<file path="src/rtl/fetch_unit.sv">
// Instruction-fetch stage: holds the PC, fetches over a variable-latency req/ready
// handshake and resolves the next PC from the decoder's jump/jr/branch controls.
module fetch_unit #(
    parameter logic [31:0] RESET_PC = 32'h0000_3000
) (
    input  logic        clk,
    input  logic        rst,
    output logic        imem_req,
    output logic [31:0] imem_addr,
    input  logic        imem_ready,
    input  logic [31:0] imem_rdata,
    output logic [31:0] instr_o,
    output logic [31:0] pc_o,
    output logic [31:0] pc_plus4_o,
    output logic        instr_valid_o,
    input  logic        advance_i,
    input  logic        jump_i,
    input  logic        jr_i,
    input  logic        beq_i,
    input  logic        bne_i,
    input  logic        blez_i,
    input  logic        bgtz_i,
    input  logic        zero_i,
    input  logic [31:0] rs_data_i
);

    typedef enum logic [1:0] {
        S_IDLE  = 2'd0,
        S_REQ   = 2'd1,
        S_VALID = 2'd2
    } state_t;

    state_t             r_state;
    state_t             w_state_nxt;
    logic signed [31:0] r_pc;
    logic signed [31:0] w_pc_nxt;
    logic        [31:0] r_instr;
    logic        [31:0] w_instr_nxt;
    logic signed [31:0] w_pc_plus4;
    logic signed [31:0] w_next_pc;
    logic               w_taken;

    // Word offset of a branch: sign-extended immediate scaled to bytes.
    function automatic logic signed [31:0] branch_offset(input logic [15:0] imm);
        return {{14{imm[15]}}, imm, 2'b00};
    endfunction

    function automatic logic branch_taken(
        input logic        beq,
        input logic        bne,
        input logic        blez,
        input logic        bgtz,
        input logic        zero,
        input logic [31:0] rs
    );
        logic rs_zero;
        rs_zero = (rs == 32'd0);
        return (beq & zero) | (bne & ~zero) |
               (blez & (rs[31] | rs_zero)) |
               (bgtz & ~rs[31] & ~rs_zero);
    endfunction

    assign w_pc_plus4 = r_pc + 32'sd4;
    assign w_taken    = branch_taken(beq_i, bne_i, blez_i, bgtz_i, zero_i, rs_data_i);

    always_comb begin
        w_next_pc = w_pc_plus4;
        if (jr_i) begin
            w_next_pc = {rs_data_i[31:2], 2'b00};
        end else if (jump_i) begin
            w_next_pc = {w_pc_plus4[31:28], r_instr[25:0], 2'b00};
        end else if (w_taken) begin
            w_next_pc = w_pc_plus4 + branch_offset(r_instr[15:0]);
        end
    end

    always_comb begin
        w_state_nxt   = r_state;
        w_pc_nxt      = r_pc;
        w_instr_nxt   = r_instr;
        imem_req      = 1'b0;
        instr_valid_o = 1'b0;
        case (r_state)
            // One dead cycle so a stale ready from before reset is never taken.
            S_IDLE: begin
                w_state_nxt = S_REQ;
            end
            S_REQ: begin
                imem_req = 1'b1;
                if (imem_ready) begin
                    w_instr_nxt = imem_rdata;
                    w_state_nxt = S_VALID;
                end
            end
            S_VALID: begin
                instr_valid_o = 1'b1;
                if (advance_i) begin
                    w_pc_nxt    = w_next_pc;
                    w_state_nxt = S_REQ;
                end
            end
            default: begin
                w_state_nxt = S_IDLE;
            end
        endcase
    end

    always_ff @(posedge clk) begin
        if (rst) begin
            r_state <= S_IDLE;
            r_pc    <= RESET_PC;
            r_instr <= 32'd0;
        end else begin
            r_state <= w_state_nxt;
            r_pc    <= w_pc_nxt;
            r_instr <= w_instr_nxt;
        end
    end

    assign imem_addr  = r_pc;
    assign pc_o       = r_pc;
    assign pc_plus4_o = w_pc_plus4;
    assign instr_o    = r_instr;

endmodule

</file>
<file path="config.mk">
export PLATFORM = sky130hd
export DESIGN_NAME = fetch_unit
export DESIGN_NICKNAME = d
export VERILOG_FILES = /design/src/rtl/fetch_unit.sv
export SDC_FILE = /design/constraint.sdc
export NUM_CORES = 1
export LEC_CHECK = 0
export CAP_MARGIN = 0
export CORE_ASPECT_RATIO = 2
export CORE_MARGIN = 2
export CORE_UTILIZATION = 49
export CTS_CLUSTER_DIAMETER = 200
export DETAILED_ROUTE_END_ITERATION = 8
export MAX_ROUTING_LAYER = met4
export PLACE_DENSITY_LB_ADDON = 0.25
export SYNTH_ARGS = -nofsm -noshare
export SYNTH_HDL_FRONTEND = slang
export SYNTH_SLANG_ARGS = --single-unit
</file>
<file path="constraint.sdc">
create_clock -name clk -period 6.2 [get_ports clk]
set_clock_uncertainty 0.2 [all_clocks]
set_input_delay 1.24 -clock clk [delete_from_list [all_inputs] [get_ports clk]]
set_output_delay 1.24 -clock clk [all_outputs]
set_load 0.02 [all_outputs]
</file>
==> flow_metrics.tcl, run 1 <==
set metrics [dict create \
    status "finished clean" \
    port_buffers 198 \
    place_congestion 0.971 \
    cp_max_fo 7 \
    grt_pass1_wl_um 31800 \
    vias 6199 \
    synth-xor-area-share_pct 8.75 \
    start_kind "flop" \
    h-tree-depth 3 \
    clkTransAtPathRegs_ns 0.06 \
    drc_errors 0 \
    die_h_um 153 \
    crit_family "simple AND/OR/NAND/NOR gates" \
    grt_max_degree 58 \
    finalSetupViolCount 0 \
    clk_path_buf_depth 2 \
    muxShareOfSynthArea_pct 2.96 \
    worst_slew_pin_slew_ns 1.24 \
    period_share_pct 76.2 \
    min_path_type "flop to flop" \
    max_freq_mhz 212 \
    stdcell_area_mm2 0.00751 \
    crit_start "imem_addr[2]" \
    synth_top_family_by_area "compound AO/OA/AOI/OAI gates" \
    reg2reg_slack_ns 1.50 \
    placementRows 54 \
    hold_buffers 0 \
    drive_above_1_share_pct 4.59 \
    avgSynthCellArea_um2 7.32 \
    path_common_cell "nand3_1" \
    yosysTopAreaCellShare_pct 23.6 \
    maxSlewViolCount 0 \
    wirelength_um 20500 \
    yosysWarnings 0 \
    hold_slack_ns 0.267 \
    rsz0062_at_grt "false" \
    cts_buffers 9 \
    power.density_mw_per_mm2 169 \
    seq_area_frac_synth_pct 23.6 \
    fin_ws_ns 1.48 \
    peakVddDrop_mv 0.175 \
    yosysTopAreaCell "dfxtp_1" \
    slowest_stage "clkdlybuf4s50_1" \
    synth_seq_cells 64 \
    grt_antenna_before_repair 0 \
    cts_tree "yes" \
    insertion_delay_ns 0.34 \
    layout_min_cycle_time_ns 4.72 \
    syn_area_mm2 0.00542 \
    die_w_um 78.4 \
    antenna_left 0 \
    io_pins 205 \
    gr-usage-all-layers_pct 35.0 \
    crit_type "flop to output pin" \
    synth_area_leaders "dfxtp_1, a21oi_1, nand2_1, ha_1, buf_4" \
    synth_edf_count 0 \
    cts.sinks 64 \
    crit_arrival_ns 3.28 \
    post-cts-setup-buffer-count 0 \
    fp.dieArea_mm2 0.0120 \
    avgViaCountPerCell 6.00 \
    synth-simple-area-share_pct 21.5 \
    required_ns 4.76 \
    crit_chain "ha_1 -> nand3_1 -> nor2_1 -> nand3_1 -> or2_1 -> inv_2 -> and3_1 -> xor2_1 -> clkdlybuf4s50_1" \
    setup_tns_ns 0 \
    fin_nets 1000 \
    cp_num_cells 9 \
    area_delta_synth_final_pct 38.5 \
    ctsResizeCount 0 \
    end_kind "output pin" \
    cp.buffers_inverters 2 \
    start_util_pct 49.8 \
    grt_pass1_vias 6366 \
    core_area_mm2 0.0109 \
    drt_iter0_markers 362 \
    synthArstFlopShare_pct 0 \
    timing.critical_path.to "pc_plus4_o[24]" \
    slowest_delay_ns 0.67 \
    reg2reg_depth 17 \
    relSlewSlack_pct 17.2 \
    r2r-end "imem_addr[29]" \
    fin_util_pct 69.0 \
    diodes 0 \
    synthAdderAreaFrac_pct 8.68 \
    p_leak_uw 0.00294 \
    synth_most_common_cell "nand2_1" \
    synth_compound_area_share_pct 26.0 \
    place_ws_ns 1.32 \
    dr.pass1.iters 5 \
    overflow 0 \
    avgRoutedWirePerCell_um 19.9 \
    ys.flop_type "dfxtp_1" \
    reg2reg_from "imem_addr[2]" \
    fillers 904 \
    place_area_mm2 0.00721 \
    synth.cells.most_frequent "nand2_1, a21oi_1, dfxtp_1" \
    ys_types 67 \
    hold_violations 0 \
    synthCells 740 \
    maxCapViolCount 0 \
    cts_root_buffer "clkbuf_16" \
    dp_hpwl_um 15500 \
]
==> area by class of cell <==
type | count | area (µm²) | area share [%]
flip-flops and latches | 64 | 1280 | 17.1
inverters | 10 | 37.5 | 0.500
clock inverters | 7 | 71.3 | 0.950
repair buffers | 204 | 2020 | 26.9
well taps | 140 | 175 | 2.33
multi-input cells | 599 | 3700 | 49.3
clock buffers | 9 | 225 | 3.00
==> worst min-delay path: stages, from the launching register on <==
cell     delay (ns)
dfxtp_1        0.31
nand2_1        0.05
a21oi_1        0.06
==> sequential cells by signal, summed over array words and instances (netlist names) <==
name,count
r_state,2
instr_o,32
imem_addr,30
==> stage by stage <==
step / std cells / total power (µW)
2_1_floorplan: 745 / 621
3_3_place_gp: 1017 / 744
3_5_place_dp: 1017 / 749
4_1_cts: 1033 / 1270
5_1_grt: 1033 / 1310
6_report: 1033 / 1270
==> power by group <==
part | internal, µW | switching [µW]
registers | 427 | 22.8
logic | 135 | 160
clock network | 312 | 209
total | 874 | 392
==> how the worst min path moves through the flow <==
stage | startpoint | cells past startpoint | end
2_1_floorplan | r_state[0] | 2 | r_state[0]
3_3_place_gp | instr_o[27] | 2 | instr_o[27]
3_5_place_dp | instr_o[30] | 2 | instr_o[30]
4_1_cts | instr_o[30] | 2 | instr_o[30]
5_1_grt | instr_o[27] | 2 | instr_o[27]
6_report | instr_o[30] | 2 | instr_o[30]
==> cells by family after synthesis <==
| kind of cell | Yosys count |
|---|---|
| xor+xnor | 52 |
| mux | 16 |
| simple gates | 261 |
| flops | 64 |
| buf+inv | 82 |
| fa+ha+maj | 37 |
| compound gates | 227 |
| other cells | 1 |
==> cell usage in the layout (no fill, tap or decap), drive strengths merged, types with 3 or more instances in the layout <==
| cell | count |
|---|---|
| o21bai | 4 |
| clkbuf | 9 |
| clkinv | 6 |
| inv | 10 |
| o31ai | 4 |
| nor2 | 59 |
| o21a | 5 |
| o211ai | 6 |
| a211oi | 16 |
| a21oi | 99 |
| ha | 36 |
| nor3 | 11 |
| and3 | 11 |
| buf | 8 |
| nand3b | 4 |
| nand4 | 8 |
| a31oi | 6 |
| xnor2 | 25 |
| nand3 | 17 |
| and2 | 3 |
| a21o | 13 |
| o21ai | 52 |
| nor4 | 9 |
| nor2b | 7 |
| xor2 | 27 |
| dfxtp | 64 |
| conb | 6 |
| a2111oi | 3 |
| clkdlybuf4s50 | 196 |
| a311oi | 3 |
| mux2i | 16 |
| nand2 | 122 |
==> metal layers <==
layer	track usage [%]	part of all wire, %	wire length [µm]
met1	32.6	34	6990
met2	64.7	54	11100
met3	5.69	5.4	1100
met4	21.6	6.2	1270
met5	-	0	0
No activity file was read; power rests on OpenSTA's default activity.
==> inputs of run 2 (changes only) <==
--- a/config.mk
+++ b/config.mk
@@ -8,7 +8,7 @@
 export CAP_MARGIN = 0
 export CORE_ASPECT_RATIO = 2
 export CORE_MARGIN = 2
-export CORE_UTILIZATION = 49
+export CORE_UTILIZATION = 41
 export CTS_CLUSTER_DIAMETER = 200
 export DETAILED_ROUTE_END_ITERATION = 8
 export MAX_ROUTING_LAYER = met4
==> constraint.sdc (replaced) <==
create_clock -name clk -period 4.3 [get_ports clk]
set_clock_uncertainty 0.2 [all_clocks]
set_input_delay 0.86 -clock clk [delete_from_list [all_inputs] [get_ports clk]]
set_output_delay 0.86 -clock clk [all_outputs]
set_load 0.02 [all_outputs]
==> run 2 against run 1 <==
Utilization is 8.8 points lower. Count of clock-buffer cells in the layout is 2 higher. Routed wire length is 0.75% lower. Final area is 4.3% higher. Sequential power is 43% higher. Setup slack worse by 1.4 ns. Sequential share of layout area is 0.70 points lower. Critical path type unchanged.
==> flow_metrics.tcl, run 2 (synthesized netlist as in run 1, its figures left out) <==
set metrics [dict create \
    status "finished clean" \
    cp_max_fo 7 \
    place_ws_ns 0.136 \
    gr-usage-all-layers_pct 29.2 \
    clk_path_buf_depth 2 \
    reg2reg_depth 18 \
    layout_min_cycle_time_ns 4.20 \
    cts.sinks 64 \
    maxSlewViolCount 0 \
    reg2reg_slack_ns 0.28 \
    finalSetupViolCount 0 \
    peakVddDrop_mv 0.232 \
    max_freq_mhz 238 \
    p_leak_uw 0.00310 \
    diodes 0 \
    worst_slew_pin_slew_ns 0.797 \
    grt_pass1_wl_um 31800 \
    period_share_pct 97.7 \
    grt_antenna_before_repair 0 \
    fin_ws_ns 0.101 \
    clkTransAtPathRegs_ns 0.06 \
    drc_errors 0 \
    ctsResizeCount 0 \
    hp-start "instr_o[27]" \
    relSlewSlack_pct 46.9 \
    cts_buffers 9 \
    r2r-end "imem_addr[29]" \
    rsz0062_at_grt "false" \
    die_w_um 85.3 \
    hold_buffers 0 \
    post-cts-setup-buffer-count 0 \
    fin_nets 1031 \
    h-tree-depth 3 \
    avgRoutedWirePerCell_um 18.9 \
    cts_root_buffer "clkbuf_16" \
    grt_max_degree 58 \
    final_cell_mix "clkdlybuf4s50_1, nand2_1, a21oi_1" \
    setup_tns_ns 0 \
    antenna_left 0 \
    place_congestion 0.984 \
    dr.pass1.iters 5 \
    insertion_delay_ns 0.34 \
    largest_register_ffs 32 \
    dp_hpwl_um 15600 \
    crit_type "flop to output pin" \
    core_area_mm2 0.0130 \
    port_buffers 198 \
    area_delta_synth_final_pct 44.5 \
    fillers 1181 \
    maxCapViolCount 0 \
    hold-path-endpoint "instr_o[27]" \
    grt_pass1_vias 6036 \
    vias 6143 \
    die_h_um 167 \
    required_ns 3.24 \
    io_pins 205 \
    start_kind "flop" \
    mostFrequentLayoutCell "clkdlybuf4s50_1" \
    start_util_pct 41.7 \
    placementRows 59 \
    overflow 0 \
    hold_depth 2 \
    drive_above_1_share_pct 8.44 \
    hold_violations 0 \
    crit_arrival_ns 3.14 \
    fp.dieArea_mm2 0.0142 \
    drt_iter0_markers 277 \
    min_path_type "flop to flop" \
    reg2reg_from "imem_addr[3]" \
    wirelength_um 20400 \
    avgViaCountPerCell 5.71 \
    power.density_mw_per_mm2 236 \
    end_kind "output pin" \
    cts_tree "yes" \
]
==> run 2: changes by cell type in the layout (fill, tap and decap cells not counted), sizes merged <==
cell / change
buf: +31
clkinv: -2
clkbuf: +2
inv: -1
clkinvlp: +1
==> run 2: layout make-up <==
type / count / area [µm²] / area share [%]
sequential: 64 / 1280 / 16.4
clock buffer: 11 / 243 / 3.10
timing repair buffer: 235 / 2260 / 28.9
inverter: 10 / 37.5 / 0.479
clock inverter: 5 / 56.3 / 0.719
tap: 152 / 190 / 2.43
multi-input combinational: 599 / 3760 / 48.0
==> run 2: power by group <==
part / internal [µW] / switching (µW) / leakage (µW)
Clock: 464 / 293 / 0.000145
Combinational: 208 / 239 / 0.00243
Sequential: 615 / 28.0 / 0.000520
==> run 2: worst max path at each step <==
stage / startpoint / end / slack, ns / cells past startpoint
6_report: imem_addr[4] / pc_plus4_o[31] / 0.10 / 10
5_1_grt: imem_addr[3] / imem_addr[29] / 0.02 / 18
4_1_cts: imem_addr[4] / pc_plus4_o[31] / 0.04 / 10
3_5_place_dp: imem_addr[3] / imem_addr[29] / 0.14 / 18
3_3_place_gp: imem_addr[2] / imem_addr[29] / 0.17 / 18
2_1_floorplan: imem_addr[2] / imem_addr[29] / 0.09 / 17
==> run 2: per-layer routing <==
| metal | track usage (%) | part of all wire, % | wire, µm | vias up |
|---|---|---|---|---|
| met3 | 4.11 | 4.9 | 1010 | 77 |
| met1 | 29.5 | 36 | 7280 | 2851 |
| met4 | 17.0 | 6.3 | 1280 | 0 |
| met5 | - | 0 | 0 | - |
| met2 | 51.9 | 53 | 10800 | 276 |
| li1 | - | - | - | 2939 |
==> run 2: stage by stage <==
stage / power, µW / hold slack, ns / utilization (%) / area (µm²) / cells
floorplan: 895 / 0.305 / - / 5460 / 745
global placement: 1100 / 0.241 / 57.7 / 7490 / 1060
detailed placement: 1100 / 0.249 / 57.7 / 7490 / 1060
CTS: 1860 / 0.257 / 60.0 / 7790 / 1076
global route: 1920 / 0.273 / 60.3 / 7830 / 1076
finish: 1850 / 0.255 / 60.3 / 7830 / 1076
==> run 2: worst max-delay path: stages (launching register included) <==
cell             delay, ns
dfxtp_1               0.46
nand4_1               0.23
nor2_1                0.14
buf_4                 0.16
nand3_1               0.16
nor2_2                0.21
buf_4                 0.15
and3_1                0.20
and3_1                0.26
xor2_4                0.19
clkdlybuf4s50_1       0.63
